[src/rtl/adder_err_eval_ctrl.sv]
// Stimulus sequencer and error accumulator for evaluating an approximate adder against an exact adder.
// Optional random (LFSR) sweep is built in only when ADDER_ERR_EVAL_LFSR_EN is defined; otherwise every run is exhaustive.
module adder_err_eval_ctrl #(
  parameter int IN_W    = 8,
  parameter int OUT_W   = 5,
  parameter int DUT_LAT = 0
) (
  input  logic                    clk,
  input  logic                    rst_n,
  input  logic                    start,
  input  logic                    mode,
  input  logic [IN_W-1:0]         seed,
  input  logic [IN_W-1:0]         num_vec,
  output logic [IN_W-1:0]         pi_o,
  input  logic [OUT_W-1:0]        po_i,
  output logic                    busy,
  output logic                    done,
  output logic [IN_W:0]           err_cnt,
  output logic [OUT_W-1:0]        max_err,
  output logic [IN_W+OUT_W-1:0]   sum_err
);

  localparam logic [1:0] S_IDLE  = 2'd0;
  localparam logic [1:0] S_DRIVE = 2'd1;
  localparam logic [1:0] S_DRAIN = 2'd2;
  localparam logic [1:0] S_DONE  = 2'd3;

  localparam int          HALF_W     = IN_W / 2;
  localparam logic [IN_W:0] FULL_CNT = {1'b1, {IN_W{1'b0}}};
  localparam logic [1:0]  DRAIN_LAST = (DUT_LAT > 0) ? 2'(DUT_LAT - 1) : 2'd0;

  logic [1:0]       state;
  logic [IN_W:0]    issued;
  logic [IN_W:0]    total;
  logic [1:0]       drain_cnt;

  logic             issue;
  logic [IN_W-1:0]  issue_vec;
  logic [IN_W-1:0]  first_vec;
  logic [IN_W-1:0]  next_vec;
  logic [IN_W:0]    run_len;

  logic [OUT_W-1:0] exact_pipe [DUT_LAT+1];
  logic [DUT_LAT:0] valid_pipe;
  logic [OUT_W-1:0] ref_sum;
  logic [OUT_W-1:0] err;

  function automatic logic [OUT_W-1:0] exact_sum(input logic [IN_W-1:0] v);
    return OUT_W'(v[HALF_W-1:0]) + OUT_W'(v[IN_W-1:HALF_W]);
  endfunction

`ifdef ADDER_ERR_EVAL_LFSR_EN
  logic mode_q;

  // Fibonacci LFSR x^8+x^6+x^5+x^4+1, shifting toward the MSB.
  function automatic logic [IN_W-1:0] lfsr_next(input logic [IN_W-1:0] s);
    return {s[IN_W-2:0], s[7] ^ s[5] ^ s[4] ^ s[3]};
  endfunction
`else
  logic unused_cfg;
  assign unused_cfg = ^{mode, seed, num_vec};
`endif

  // NOTE: every variable assigned in always_comb gets a default first so no latch is inferred.
  always_comb begin
    first_vec = '0;
    run_len   = FULL_CNT;
    next_vec  = pi_o + IN_W'(1);
`ifdef ADDER_ERR_EVAL_LFSR_EN
    if (mode) begin
      first_vec = (seed == '0) ? IN_W'(1) : seed;
      run_len   = (num_vec == '0) ? FULL_CNT : {1'b0, num_vec};
    end
    if (mode_q) next_vec = lfsr_next(pi_o);
`endif
  end

  assign issue     = ((state == S_IDLE) && start) || ((state == S_DRIVE) && (issued != total));
  assign issue_vec = (state == S_IDLE) ? first_vec : next_vec;

  assign busy = (state == S_DRIVE) || (state == S_DRAIN);
  assign done = (state == S_DONE);

  // NOTE: sequential state uses non-blocking assignments so all registers update from pre-edge values.
  always_ff @(posedge clk or negedge rst_n) begin
    if (!rst_n) begin
      state     <= S_IDLE;
      pi_o      <= '0;
      issued    <= '0;
      total     <= '0;
      drain_cnt <= '0;
`ifdef ADDER_ERR_EVAL_LFSR_EN
      mode_q    <= 1'b0;
`endif
    end else begin
      if (issue) begin
        pi_o   <= issue_vec;
        issued <= (state == S_IDLE) ? (IN_W+1)'(1) : issued + (IN_W+1)'(1);
      end
      case (state)
        S_IDLE: begin
          if (start) begin
            state <= S_DRIVE;
            total <= run_len;
`ifdef ADDER_ERR_EVAL_LFSR_EN
            mode_q <= mode;
`endif
          end
        end
        S_DRIVE: begin
          if (issued == total) begin
            state     <= (DUT_LAT > 0) ? S_DRAIN : S_DONE;
            drain_cnt <= DRAIN_LAST;
          end
        end
        S_DRAIN: begin
          if (drain_cnt == 2'd0) state <= S_DONE;
          else                   drain_cnt <= drain_cnt - 2'd1;
        end
        default: state <= S_IDLE;
      endcase
    end
  end

  // NOTE: the exact-sum delay line is only DUT_LAT+1 entries deep, so it is reset along with its valid bits.
  always_ff @(posedge clk or negedge rst_n) begin
    if (!rst_n) begin
      valid_pipe <= '0;
      for (int i = 0; i <= DUT_LAT; i++) exact_pipe[i] <= '0;
    end else begin
      valid_pipe[0] <= issue;
      exact_pipe[0] <= exact_sum(issue_vec);
      for (int i = 1; i <= DUT_LAT; i++) begin
        valid_pipe[i] <= valid_pipe[i-1];
        exact_pipe[i] <= exact_pipe[i-1];
      end
    end
  end

  assign ref_sum = exact_pipe[DUT_LAT];
  assign err     = (po_i >= ref_sum) ? (po_i - ref_sum) : (ref_sum - po_i);

  // A start always lands in IDLE with an empty pipeline, so clearing takes priority safely.
  always_ff @(posedge clk or negedge rst_n) begin
    if (!rst_n) begin
      err_cnt <= '0;
      max_err <= '0;
      sum_err <= '0;
    end else if ((state == S_IDLE) && start) begin
      err_cnt <= '0;
      max_err <= '0;
      sum_err <= '0;
    end else if (valid_pipe[DUT_LAT]) begin
      if (err != '0)     err_cnt <= err_cnt + (IN_W+1)'(1);
      if (err > max_err) max_err <= err;
      sum_err <= sum_err + (IN_W+OUT_W)'(err);
    end
  end

endmodule

[config.mk]
export PLATFORM = sky130hd
export DESIGN_NAME = adder_err_eval_ctrl
export DESIGN_NICKNAME = d
export VERILOG_FILES = /design/src/rtl/adder_err_eval_ctrl.sv
export SDC_FILE = /design/constraint.sdc
export NUM_CORES = 1
export LEC_CHECK = 0
export ABC_AREA = 1
export ABC_CLOCK_PERIOD_IN_PS = 2400
export BUFFER_PORTS_ARGS = -buffer_cell sky130_fd_sc_hd__buf_2
export CAP_MARGIN = 25
export CORE_ASPECT_RATIO = 2
export CORE_MARGIN = 3
export CORE_UTILIZATION = 51
export DETAILED_ROUTE_END_ITERATION = 6
export PLACE_DENSITY = 0.87
export SLEW_MARGIN = 30
export SYNTH_ARGS = -nofsm -noshare
export SYNTH_HDL_FRONTEND = slang
export SYNTH_SLANG_ARGS = --single-unit
[constraint.sdc]
create_clock -name clk -period 2.4 [get_ports clk]
set_input_delay 0.36 -clock clk [delete_from_list [all_inputs] [get_ports clk]]
set_output_delay 0.36 -clock clk [all_outputs]
set_load 0.02 [all_outputs]
# After elaboration in Yosys (flattened, before gate mapping)
# Cells that the tools add are included.
[word_totals]
register_bits = 55
wordCells = 63
memories = 0
latch_bits = 0
out_inout_bits = 37
mem_bits_rw = 0
in_bits = 25
romBits = 0
[classes]
n_eq_ne = 9
n_div = 0
bitwise = 0
add_sub_neg = 8
order_cmp = 2
n_mux = 18
reduce_logical = 16
shift = 0
multipliers = 0
[op_table]
columns = ["cell", "n"]
rows = [
  ["9-bit two-way mux", 4],
  ["13-bit two-way mux", 2],
  ["5-bit two-way mux", 4],
  ["9-bit by 1-bit adder with 9-bit output (second input constant)", 2],
  ["13-bit by 5-bit adder with 13-bit output", 1],
  ["2-bit two-way mux", 5],
  ["5-bit subtractor", 2],
  ["9-bit equality test", 1],
  ["9-bit inequality test", 1],
  ["8-bit by 1-bit adder with 8-bit output (second input constant)", 1],
  ["8-bit two-way mux", 1],
  ["2-bit nonzero test", 4],
  ["2-bit one-hot mux with 3 select lines", 1],
  ["2-bit AND reduction", 3],
  ["3-bit AND reduction", 2],
  ["4-bit by 4-bit adder with 5-bit output", 1],
  ["5-bit >= comparator", 1],
  ["5-bit > comparator", 1],
  ["5-bit nonzero test", 1],
  ["2-bit equality test (second input constant)", 2],
  ["2-bit zero test", 2],
  ["2-bit by 1-bit inequality test with 1-bit output (second input constant)", 2],
  ["2-bit inequality test (second input constant)", 2],
  ["2-bit one-hot mux with 2 select lines", 1],
  ["4 further kinds", 6],
]

# Logic depth before layout (Yosys ltp)
[depth]
ltp_word = 6
mapped_depth = 22

# Worst setup path before layout
# No wires, ideal clock.
[synth_timing]
path_type = "input -> register"
start = "input po_i[2]"
end = "register sum_err[12]"
path_stages = 21
required_ps = 2329
setup_slack_ps = -289
path_buffers = 1
arrival_ps = 2618
path_cell_list = "inv_1 -> ha_1 -> buf_6 -> nand2_2 -> nand2_2 -> nor2_1 -> nor2_1 -> nor2_1 -> nand2_1 -> and2_1 -> ha_1 -> nand2_1 -> o21ai_0 -> nand2_1 -> nand2_1 -> nand2_1 -> nor3_2 -> nand2_1 -> nand2_1 -> nand2_1 -> nor2_1"
[synth_via]
elab_chain_cells = 5
elab_cells_between_ends = 7
[synth_lines]
columns = ["item", "line", "source"]
rows = [
  ["from (decl)", "15", "input logic [OUT_W-1:0] po_i,"],
  ["5-bit subtractor / 5-bit >= comparator (equally long branches)", "141", "assign err = (po_i >= ref_sum) ? (po_i - ref_sum) : (ref_sum - po_i);"],
  ["5-bit two-way mux *", "141", ""],
  ["13-bit by 5-bit adder with 13-bit output *", "156", "sum_err <= sum_err + (IN_W+OUT_W)'(err);"],
  ["13-bit two-way mux *", "153", "end else if (valid_pipe[DUT_LAT]) begin"],
  ["13-bit two-way mux *", "149", "end else if ((state == S_IDLE) && start) begin"],
  ["to (signal assigned)", "156", ""],
  ["to (decl)", "20", "output logic [IN_W+OUT_W-1:0] sum_err"],
]
# Every way passes the cells marked *; elsewhere a longest branch is shown, timed or not. The select of a mux whose other input is x is not followed.
# A chain may end at the register's enable or synchronous reset.

# Final worst setup path
[layout_timing]
start = "register exact_pipe[0] in the netlist's numbering"
end = "register max_err[2]"
[layout_via]
elab_chain_cells = 5
elab_cells_between_ends = 10
[layout_lines]
columns = ["item", "line", "source"]
rows = [
  ["from (decl)", "43", "logic [OUT_W-1:0] exact_pipe [DUT_LAT+1];"],
  ["from (signal, indexed assignment)", "135", "exact_pipe[i] <= exact_pipe[i-1];"],
  ["5-bit subtractor / 5-bit >= comparator (equally long branches)", "141", ""],
  ["5-bit two-way mux *", "141", ""],
  ["5-bit > comparator / 5-bit two-way mux (equally long branches)", "155", "if (err > max_err) max_err <= err;"],
  ["2-bit nonzero test (no source line) / 5-bit two-way mux (equally long branches)", "-", ""],
  ["2-bit AND reduction (no source line) / 5-bit two-way mux (equally long branches)", "-", ""],
  ["to (signal assigned)", "155", ""],
  ["to (decl)", "19", "output logic [OUT_W-1:0] max_err,"],
]
# Marked as above.

==> impl_results.md <==
- Status: finished with violations
- Failing checks: setup timing
- Cell variety after synth: 38
- Synth Instances: between 400 and 500
- Post-layout power: 6.74 mW
- # placed instances: between 600 and 700
- Post-synthesis cell area: between 0.003 and 0.004 mm²
- Startpoint Class: flip-flop
- Ranking of synthesized cells by area: dfrtp_1, ha_1, nand2_1
- Dpl hpwl: about 6700 µm
- VDD IR max: between 0.9 and 1 mV
- Layout Skew: between 0.01 and 0.015 ns
- # IOs: between 60 and 70
- Synth Register Bits: 55
- Total global-route track usage: 0.254
- Final Cycle Share: 1.19
- Final WS setup: -0.465 ns
- Die W: ~66 µm
- Post-synth top area cell: dfrtp_1
- Via density: about 5.8
- Starting density of the core: 0.525
- Layout cells sized above 1: 0.321
- Post-synthesis sequential area ratio: 0.378
- Internal power: 3.45 mW
- Ys Warns: 0
- FF-to-FF path depth: 17
- Syn Area/Cell: 7.89 µm²
- Detailed-router iteration count before antenna repair: 5
- PwrDens: around 1400 mW/mm²
- CTS Sinks: 55
- CP arrival: slightly above 3 ns
- Initial antenna violation count: 0
- Avg WL per Cell: about 17 µm
- Crit Path Category: reg2reg
- Power share of the clock group: 0.111
- Reg2reg setup slack: -0.47 ns
- Final cell count without fillers: roughly 640
- Final Core Density: 0.688
- Final Hold Viols: 0
- DP Area: around 0.0042 mm²
- Num rows: 43
- Crit-path max FO: 5
- Fmax: around 350 MHz
- Gr ovfl total: 0
- DRC errors left: 0
- Antenna viol nets, final: 0
- Worst-skew pair later-pin latency: 0.31 ns
- Worst hold slack: 0.444 ns
- Fin. max-slew vios: 0
- Hold Path Class: in2async
- IO buf count: 44
- DP Worst Slack: -0.471 ns
- Core footprint: 0.00694 mm²
- Root buf cell: clkbuf_16
- CP required: about 2.6 ns
- Crit path time final: 2.87 ns
- Antenna cells: 0
- Final setup vio count: 25
- Clock Tree Buf Depth: 2
- Drt total wl: 10800 µm
- Nets@finish: slightly above 600
- Largest net degree at the start of global routing: 30
- Net Sw Frac: 0.488
- Unrepaired setup endpoints after global routing: yes
- Worst slew pin tran: approximately 0.56 ns
- First-pass GRT wire length: between 15000 and 20000 µm
- Flop pwr share: 0.223
- Vias in the first global route: ~3600
- Die area: about 0.0083 mm²
- Via count: between 3000 and 4000
- Routability cong.: approximately 0.92
- Post-Layout Inst Area: between 0.004 and 0.005 mm²
- Commonest non-fill, non-tap cell in the layout: nand2_1
- Num CTS Buffers: 5
- Leak pwr: between 2 and 2.5 nW
- Setup TNS: -5.91 ns
- DIE HEIGHT: 126 µm
- EDFF count, synth: 0
- Yosys top cell area share: 0.378
- Synth-to-Final Area Change: 31.0%
- Max-cap violations: 0
- Commonest cells after routing, fill and taps aside: nand2_1, inv_1, dfrtp_1, buf_2, nand3_1
- Initial DRC count: between 200 and 300
- Net count after synthesis: between 500 and 600
- Dominant synthesized flop cell: dfrtp_1
- Logic gate share of total power: 0.666
- Asr flop ratio synth: 1.00
- Max H-tree Level: 2
- Slew HR: 0.622
- Sw Pwr: roughly 3.3 mW
- Critical Path Sink Type: flip-flop
- Reg clk slew, reported paths: 0.08 ns
- CTS tree: done
- Fillcell total: between 400 and 500
==> per-layer routing <==
metal	track usage	vias to the layer above	wire (µm)
li1	-	1664	-
met1	0.252	1775	3680
met2	0.461	184	5950
met3	0.0449	65	546
met4	0.165	0	672
met5	0	-	0
==> final timing paths <==
path	startpoint	end
min reg2reg	drain_cnt[1]	drain_cnt[1]
max	exact_pipe[0]	max_err[2]
min	rst_n	max_err[2]
min in group clk	drain_cnt[1]	drain_cnt[1]
max in group asynchronous	rst_n	issued[5]
max reg2reg	exact_pipe[0]	max_err[2]
==> registers in the layout, summed over array words and instances (netlist names) <==
| register | flops |
|---|---|
| state | 2 |
| total | 1 |
| sum_err | 13 |
| drain_cnt | 2 |
| pi_o | 8 |
| max_err | 5 |
| err_cnt | 9 |
| issued | 9 |
| exact_pipe | 5 |
| valid_pipe | 1 |
==> kinds of logic (layout without fill, tap and decap cells) <==
| logic type | after synthesis | count (layout) | share of synthesized area |
|---|---|---|---|
| fa+ha+maj | 38 | 38 | 0.139 |
| buf+inv | 76 | 157 | 0.0817 |
| simple gates | 205 | 207 | 0.256 |
| xor+xnor | 12 | 12 | 0.0288 |
| flops | 55 | 55 | 0.378 |
| compound gates | 74 | 74 | 0.111 |
| mux | 2 | 2 | 0.00618 |
==> layout make-up <==
cell class	instances	area (µm²)	share of cell area
Clock buffer	6	139	0.0291
Inverter	68	255	0.0534
Tap cell	90	113	0.0236
Timing Repair Buffer	82	547	0.114
Sequential cell	55	1380	0.288
Clock inverter	1	5.00	0.00105
Multi-Input combinational cell	333	2340	0.490
==> worst max-delay path, stage by stage, from the launching register on <==
cell      delay (ns)
dfrtp_1         0.40
inv_1           0.07
ha_2            0.17
inv_2           0.05
fa_2            0.41
nand3_2         0.09
nand2_2         0.07
xor2_1          0.14
nand2_1         0.08
nand2_2         0.09
inv_2           0.05
ha_4            0.28
nand4_1         0.14
nor2_2          0.19
o221ai_4        0.16
nor2_4          0.22
nand2_1         0.08
o21ai_1         0.10
==> power by group through the flow <==
stage	clock network [mW]	logic [mW]	registers, mW
floorplan	0	2.02	1.60
global placement	0	3.15	1.45
detailed placement	0	3.28	1.47
CTS	0.750	3.63	1.46
global route	0.788	4.83	1.52
finish	0.745	4.49	1.50
==> synth_stat cells (all sizes together), types with 2 or more instances <==
master	instances
a21oi	30
buf	3
clkbuf	5
dfrtp	55
fa	4
ha	34
inv	68
mux2	2
nand2	110
nand3	42
nand4	6
nor2	37
nor3	3
nor4	3
o21a	2
o21ai	35
xnor2	3
xor2	9
==> timing repair <==
item                       in CTS  in global routing
cloned                          0                  2
pin swaps                      12                 25
setup buffers                   7                  7
gates resized for setup        24                 60
setup endpoints to repair      14                 25
hold buffers                    1                  0
hold endpoints to repair        5                  0
Note: power is estimated with default switching activity, not from simulation.
